[src/rtl/wb_regfile.sv]
// rtl/wb_regfile.sv - MEM/WB write-back stage: result select/extend, GPR file, bypass reads, retire trace
module wb_regfile #(
  parameter int NREG  = 32,
  parameter int CNT_W = 32
) (
  input  logic             clk,
  input  logic             reset,
  input  logic [31:0]      mem_pc,
  input  logic [31:0]      mem_alu_out,
  input  logic [31:0]      mem_ram_out,
  input  logic [31:0]      mem_rdata1,
  input  logic [2:0]       mem_rf_wsel,
  input  logic             mem_rf_nwe,
  input  logic [4:0]       mem_rd,
  input  logic [4:0]       raddr1,
  input  logic [4:0]       raddr2,
  output logic [31:0]      rdata1,
  output logic [31:0]      rdata2,
  output logic             wb_we,
  output logic [4:0]       wb_waddr,
  output logic [31:0]      wb_wdata,
  output logic [31:0]      wb_pc,
  output logic [CNT_W-1:0] wb_count
);

  localparam logic [2:0] SEL_ALU  = 3'd0;
  localparam logic [2:0] SEL_RAM  = 3'd1;
  localparam logic [2:0] SEL_LINK = 3'd2;
  localparam logic [2:0] SEL_RS   = 3'd3;
  localparam logic [2:0] SEL_LB   = 3'd4;
  localparam logic [2:0] SEL_LBU  = 3'd5;
  localparam logic [2:0] SEL_LH   = 3'd6;
  localparam logic [2:0] SEL_LHU  = 3'd7;

  logic [31:0]      r_gpr [NREG];
  logic [7:0]       w_byte;
  logic [15:0]      w_half;
  logic [31:0]      w_wdata;
  logic             w_fire;
  logic [31:0]      w_rd1;
  logic [31:0]      w_rd2;

  // A write only fires outside reset, when enabled (active-low) and not aimed at r0.
  assign w_fire = !reset && !mem_rf_nwe && (mem_rd != 5'd0);

  // Little-endian lane extraction from the aligned RAM word; alu_out[0] is ignored for halves.
  always_comb begin
    w_byte = mem_ram_out[7:0];
    case (mem_alu_out[1:0])
      2'd0:    w_byte = mem_ram_out[7:0];
      2'd1:    w_byte = mem_ram_out[15:8];
      2'd2:    w_byte = mem_ram_out[23:16];
      default: w_byte = mem_ram_out[31:24];
    endcase
    w_half = mem_alu_out[1] ? mem_ram_out[31:16] : mem_ram_out[15:0];
  end

  // Write-data select with sign/zero extension for sub-word loads.
  always_comb begin
    w_wdata = mem_alu_out;
    case (mem_rf_wsel)
      SEL_ALU:  w_wdata = mem_alu_out;
      SEL_RAM:  w_wdata = mem_ram_out;
      SEL_LINK: w_wdata = mem_pc + 32'd4;
      SEL_RS:   w_wdata = mem_rdata1;
      SEL_LB:   w_wdata = {{24{w_byte[7]}}, w_byte};
      SEL_LBU:  w_wdata = {24'd0, w_byte};
      SEL_LH:   w_wdata = {{16{w_half[15]}}, w_half};
      SEL_LHU:  w_wdata = {16'd0, w_half};
      default:  w_wdata = mem_alu_out;
    endcase
  end

  // GPR array: cleared on reset, otherwise commits the fired write on the edge.
  always_ff @(posedge clk) begin
    if (reset) begin
      for (int i = 0; i < NREG; i++) begin
        r_gpr[i] <= '0;
      end
    end else if (w_fire) begin
      r_gpr[mem_rd] <= w_wdata;
    end
  end

  // Read ports: r0 and reset force zero, a same-cycle write to the address is forwarded.
  always_comb begin
    w_rd1 = r_gpr[raddr1];
    w_rd2 = r_gpr[raddr2];
    if (reset || raddr1 == 5'd0) begin
      w_rd1 = '0;
    end else if (w_fire && mem_rd == raddr1) begin
      w_rd1 = w_wdata;
    end
    if (reset || raddr2 == 5'd0) begin
      w_rd2 = '0;
    end else if (w_fire && mem_rd == raddr2) begin
      w_rd2 = w_wdata;
    end
  end

  assign rdata1 = w_rd1;
  assign rdata2 = w_rd2;

  // Retire trace: strobe every cycle, payload only captured when a write fires.
  always_ff @(posedge clk) begin
    if (reset) begin
      wb_we    <= 1'b0;
      wb_waddr <= '0;
      wb_wdata <= '0;
      wb_pc    <= '0;
    end else begin
      wb_we <= w_fire;
      if (w_fire) begin
        wb_waddr <= mem_rd;
        wb_wdata <= w_wdata;
        wb_pc    <= mem_pc;
      end
    end
  end

  // Retire counter, free-running modulo 2^CNT_W.
  always_ff @(posedge clk) begin
    if (reset) begin
      wb_count <= '0;
    end else if (w_fire) begin
      wb_count <= wb_count + 1'b1;
    end
  end

endmodule

[config.mk]
export PLATFORM = sky130hd
export DESIGN_NAME = wb_regfile
export DESIGN_NICKNAME = d
export VERILOG_FILES = /design/src/rtl/wb_regfile.sv
export SDC_FILE = /design/constraint.sdc
export NUM_CORES = 2
export LEC_CHECK = 0
export BUFFER_PORTS_ARGS = -buffer_cell sky130_fd_sc_hd__buf_2
export CELL_PAD_IN_SITES_DETAIL_PLACEMENT = 1
export CELL_PAD_IN_SITES_GLOBAL_PLACEMENT = 1
export CORE_MARGIN = 5
export CORE_UTILIZATION = 40
export CTS_CLUSTER_SIZE = 10
export DETAILED_ROUTE_END_ITERATION = 10
export PLACE_DENSITY = 0.74
export REMOVE_ABC_BUFFERS = 1
export SYNTH_ARGS = -nofsm -noshare
export SYNTH_HDL_FRONTEND = slang
export SYNTH_SLANG_ARGS = --single-unit
[constraint.sdc]
create_clock -name clk -period 8.5 [get_ports clk]
set_input_delay 0.85 -clock clk [delete_from_list [all_inputs] [get_ports clk]]
set_output_delay 0.85 -clock clk [all_outputs]
set_load 0.1 [all_outputs]
### Word-level counts from Yosys, hierarchy flattened

Memories as Yosys holds them, arrays and structs flattened.
Cells that the tools add are included.

| storage, ports and cells | value |
|---|---|
| word-level logic and storage cells | 48 |
| memories | 1 |
| register bits after elaboration | 102 |
| bits in writable memories | 1,024 |

| cells by class | value |
|---|---|
| $add $sub $neg | 2 |
| reduce and logical (&&, ||, !) cells | 14 |
| mux-type cells | 15 |
| equality and inequality tests | 11 |

Memory list:

| memory | depth | bits a word | rd ports | clocked after Yosys merged registers in | write ports | RTL line | source |
|---|---|---|---|---|---|---|---|
| r_gpr | 32 | 32 | 2 | 0 | 32 | 35 | `logic [31:0] r_gpr [NREG];` |

Operators by type and width:

| kind | count |
|---|---|
| one-hot mux 32 bit (8 select lines) | 1 |
| two-way mux 32 bit | 5 |
| adder 32 x 1 -> 32 bit, second input constant | 1 |
| adder 32 x 3 -> 32 bit, second input constant | 1 |
| OR reduction 32 bit | 1 |
| one-hot mux 8 bit (3 select lines) | 1 |
| two-way mux 16 bit | 1 |
| equality test 3 bit, second input constant | 4 |
| equality test 5 bit | 2 |
| logical NOT 5 bit | 2 |
| equality test 3 x 2 -> 1 bit, second input constant | 2 |
| two-way mux 1 bit | 6 |
| two-way mux 5 bit | 1 |
| nonzero test 5 bit | 1 |
| logical AND 1 bit | 4 |
| equality test 3 x 1 -> 1 bit, second input constant | 1 |
| logical NOT 3 bit | 1 |
| equality test 2 x 1 -> 1 bit, second input constant | 1 |
| equality test 2 bit, second input constant | 1 |
| logical NOT 1 bit | 2 |
| logical NOT 2 bit | 1 |
| logical OR 1 bit | 2 |

### Logic depth before layout (Yosys ltp)

| depth | value |
|---|---|
| word-level depth | 8 |
| gate-level depth with buffers | 11 |

### Least setup slack after synthesis

No wires, ideal clock.

| timing | value |
|---|---|
| path kind | in2out |
| start point | input port raddr2[0] |
| end point | output port rdata2[0] |
| arrival time | 4,554 ps |
| required time | 7,650 ps |
| stages | 10 |
| path buffers | 4 |
| path slack | 3,096 ps |
| path through | buf_4 > buf_2 > buf_4 > buf_4 > mux2i_1 > a22oi_1 > nand3_1 > a21oi_1 > a211oi_1 > o32ai_1 |

| between the ends | value |
|---|---|
| word-level cells in the longest chain between the ends | 4 |
| elaborated cells on any way between the ends | 7 |

RTL lines:

| element | RTL line | source |
|---|---|---|
| start: declaration | 16 | `input logic [4:0] raddr2,` |
| parallel branches: the longest is 3 deep, another holds memory (32 x 32 bit) | - |  |
| two-way mux 32 bit * | 94 | `if (reset \|\| raddr2 == 5'd0) begin` |
| end: declaration | 18 | `output logic [31:0] rdata2,` |

Every way passes the cells marked *.

### Final worst setup path

| timing | value |
|---|---|
| start point | input port mem_rd[4] |
| end point | output port rdata2[28] |

| between the ends | value |
|---|---|
| word-level cells in the longest chain between the ends | 5 |
| elaborated cells on any way between the ends | 6 |

RTL lines:

| element | RTL line | source |
|---|---|---|
| start: declaration | 14 | `input logic [4:0] mem_rd,` |
| nonzero test 5 bit | 44 | `assign w_fire = !reset && !mem_rf_nwe && (mem_rd != 5'd0);` |
| logical AND 1 bit | 44 |  |
| logical AND 1 bit * | 96 | `end else if (w_fire && mem_rd == raddr2) begin` |
| two-way mux 32 bit * | 96 |  |
| two-way mux 32 bit * | 94 |  |

Mark *: on every way between the ends. The rest lies on a longest branch, timed or not.

==> summary.md <==
| Metric | Value |
|---|---|
| CP Launch Point | `mem_rd[4]` |
| Routed WL per cell | `35.4 µm` |
| WL final | `226000 µm` |
| Core Area | `145000 µm²` |
| Max IR drop VDD | `205 µV` |
| Crit path DAT | `5270 ps` |
| Post-CTS sizing | `0` |
| Vias in the first global route | `44.6k` |
| Hpwl dp | `137000 µm` |
| Placer Congestion | `0.924` |
| Slowest cell on crit path | `and3b_1` |
| Reg-to-Reg Start | `wb_count[2]$_SDFFE_PP0P_` |
| Unrepaired setup endpoints after global routing | `false` |
| Avg Cell Area, Syn | `13.8 µm²` |
| Root Buffer Master | `clkbuf_16` |
| Filler Cell Count | `14.5k` |
| Die area | `153000 µm²` |
| CTS max path bufs | `3` |
| Largest area contributor in the netlist | `edfxtp_1` |
| Total track usage | `0.292` |
| Residual DRC count | `0` |
| Yosys warns | `0` |
| Synth top area share | `0.528` |
| Post-Syn Area | `58200 µm²` |
| Area Overhead vs Synth | `12.9%` |
| P_leak | `0.0227 µW` |
| Post-DP Area | `61800 µm²` |
| Cell count after synthesis | `4208` |
| Number of distinct standard cells referenced by the synthesized netlist | `71` |
| FF+latch area | `32800 µm²` |
| # Post-CTS Setup Buffers | `0` |
| Latest clock arrival within the worst-skew pair | `750 ps` |
| Final setup fails | `0` |
| Ys async rst share | `0` |
| Final Hold Viols | `0` |
| Pre-CTS setup slack | `2590 ps` |
| Worst-path clk slew | `50 ps` |
| CTS tree | `done` |
| Skew final | `12.9 ps` |
| Most frequent cells after synthesis | `nor2_1, edfxtp_1, mux4_2, clkbuf_1, nand2_1` |
| F_max | `164 MHz` |
| Num rows | `140` |
| Overflow after GRT | `0` |
| Die Y | `391 µm` |
| First-pass GRT wire length | `320000 µm` |
| Slew margin rel. | `0.223` |
| Post-route ant nets | `0` |
| Layout cells sized above 1 | `0.291` |
| Synth Register Bits | `1126` |
| H-tree depth | `4` |
| Worst-margin pin slew | `1160 ps` |
| Worst Setup End Kind | `primary output` |
| Die X | `391 µm` |
| Final setup margin | `2380 ps` |
| Critical hold path startpoint | `mem_pc[1]` |
| Post-synth EDFFs | `1024` |
| CP most frequent cell | `buf_2` |
| Post-synth top flop | `edfxtp_1` |
| Via count | `42.6k` |
| Worst Path Required | `7650 ps` |
| Critical-path cell list | `buf_2, nor3_2, a21o_1, clkinv_1, nand4_1, buf_4, and3b_1, a22oi_1, o21ai_0, buf_2` |
| Io pins | `315` |
| MaxCap Viol Count | `0` |
| Clock sinks | `1126` |
| Iteration-0 DRC count of the detailed router | `5990` |
| Drt first pass iters | `6` |
| Final Critical Period | `6120 ps` |
| Setup TNS | `0 ps` |
| Status | `finished clean` |
| Fin area | `65700 µm²` |
| CP Launch Type | `input pin` |
| Largest net degree at the start of global routing | `126` |
| Min-delay worst type | `in2reg` |
| Nets | `4554` |
| Ranking of synthesized cells by area | `edfxtp_1, mux4_2, nor2_1, dfxtp_1, mux2i_1` |
| Slowest cell delay on critical path | `830 ps` |
| Final worst path period share | `0.719` |
| Multi-input logic area | `23800 µm²` |
| Post-CTS Hold Buffers | `0` |
| Fin. max-slew vios | `0` |
| Initial Util | `0.401` |
| Initial antenna violation count | `25` |
| I/O Buffers | `314` |
| Crit path max fanout | `35` |
| Cell with the most instances after synthesis | `nor2_1` |
| CTS buffer count | `135` |
| Register area share after synthesis | `0.563` |
| PwrDens | `216 nW/µm²` |
| Critical path type | `in2out` |
| Drt via density | `6.67` |
[placed cells by master, fill, tap and decap left out, types with 9 or more instances in the layout]
master	count
nand3_1	29
xor2_1	19
a221oi_1	49
a21oi_1	119
nor2b_1	15
clkbuf_16	145
a211oi_1	11
o22ai_1	16
nand2_1	166
clkbuf_1	36
nand4_1	19
inv_1	9
buf_4	142
nor2_1	1080
mux2_2	13
buf_2	306
nor3_1	15
nand2_2	55
mux4_2	571
diode_2	11
o221ai_1	25
o21ai_0	88
conb_1	32
and3_1	11
mux2i_1	104
a21oi_4	9
dfxtp_1	102
a32oi_1	10
edfxtp_1	1024
a22oi_1	49
xnor2_1	38
[registers in the layout, summed over array words and instances, names as in the netlist]
register / cells
wb_pc: 32
wb_wdata: 32
wb_we: 1
r_gpr: 1024
wb_waddr: 5
wb_count: 32
[area by class of cell]
| cell class | count | share of cell area |
|---|---|---|
| inverters | 14 | 0.000838 |
| clock inverters | 8 | 0.000990 |
| clock buffers | 183 | 0.0577 |
| repair buffers | 458 | 0.0421 |
| flip-flops and latches | 1126 | 0.499 |
| diodes | 11 | 0.000419 |
| well taps | 1917 | 0.0365 |
| multi-input cells | 2668 | 0.363 |
[kinds of logic after synthesis]
family          share of synthesized area
xor+xnor                          0.00858
compound gates                     0.0519
buf+inv                            0.0354
mux                                 0.241
simple gates                       0.0989
fa+ha+maj                        0.000430
flops                               0.563
other cells                     0.0000644
[layer usage]
metal	wire (µm)	up-vias	track usage
li1	-	16400	-
met4	13300	18	0.145
met5	137	-	0
met2	107000	3318	0.477
met1	76800	22000	0.354
met3	28200	752	0.0859
[where the power goes]
part | switching [µW] | internal (µW)
combinational | 1640 | 741
clock | 2240 | 3090
sequential | 167 | 6340
[per-stage QoR]
| stage | hold slack, ps | cells | utilization | power (µW) |
|---|---|---|---|---|
| final | 343 | 6385 | 0.453 | 14200 |
| after global routing | 359 | 6378 | 0.452 | 14600 |
| after CTS | 298 | 6374 | 0.452 | 14200 |
| after detailed placement | 444 | 6183 | 0.426 | 8940 |
| after global placement | 440 | 6183 | 0.426 | 8870 |
| after floorplan | 895 | 3808 | - | 7940 |
[path summary, 6_finish.rpt]
kind	cells past startpoint	slack, ps	to
hold / removal	3	340	wb_pc[1]$_SDFFE_PP0P_
setup / recovery	10	2380	rdata2[28]
hold reg to reg	2	450	wb_pc[24]$_SDFFE_PP0P_
setup reg to reg	6	6070	wb_count[24]$_SDFFE_PP0P_
[worst max-delay path, delay by kind of cell]
| family | cells | cell delay [ps] |
|---|---|---|
| AOI/OAI and AO/OA | 3 | 1040 |
| buffers and inverters | 4 | 1620 |
| and+or+nand+nor | 3 | 1750 |
(Power assumes the default switching activity.)
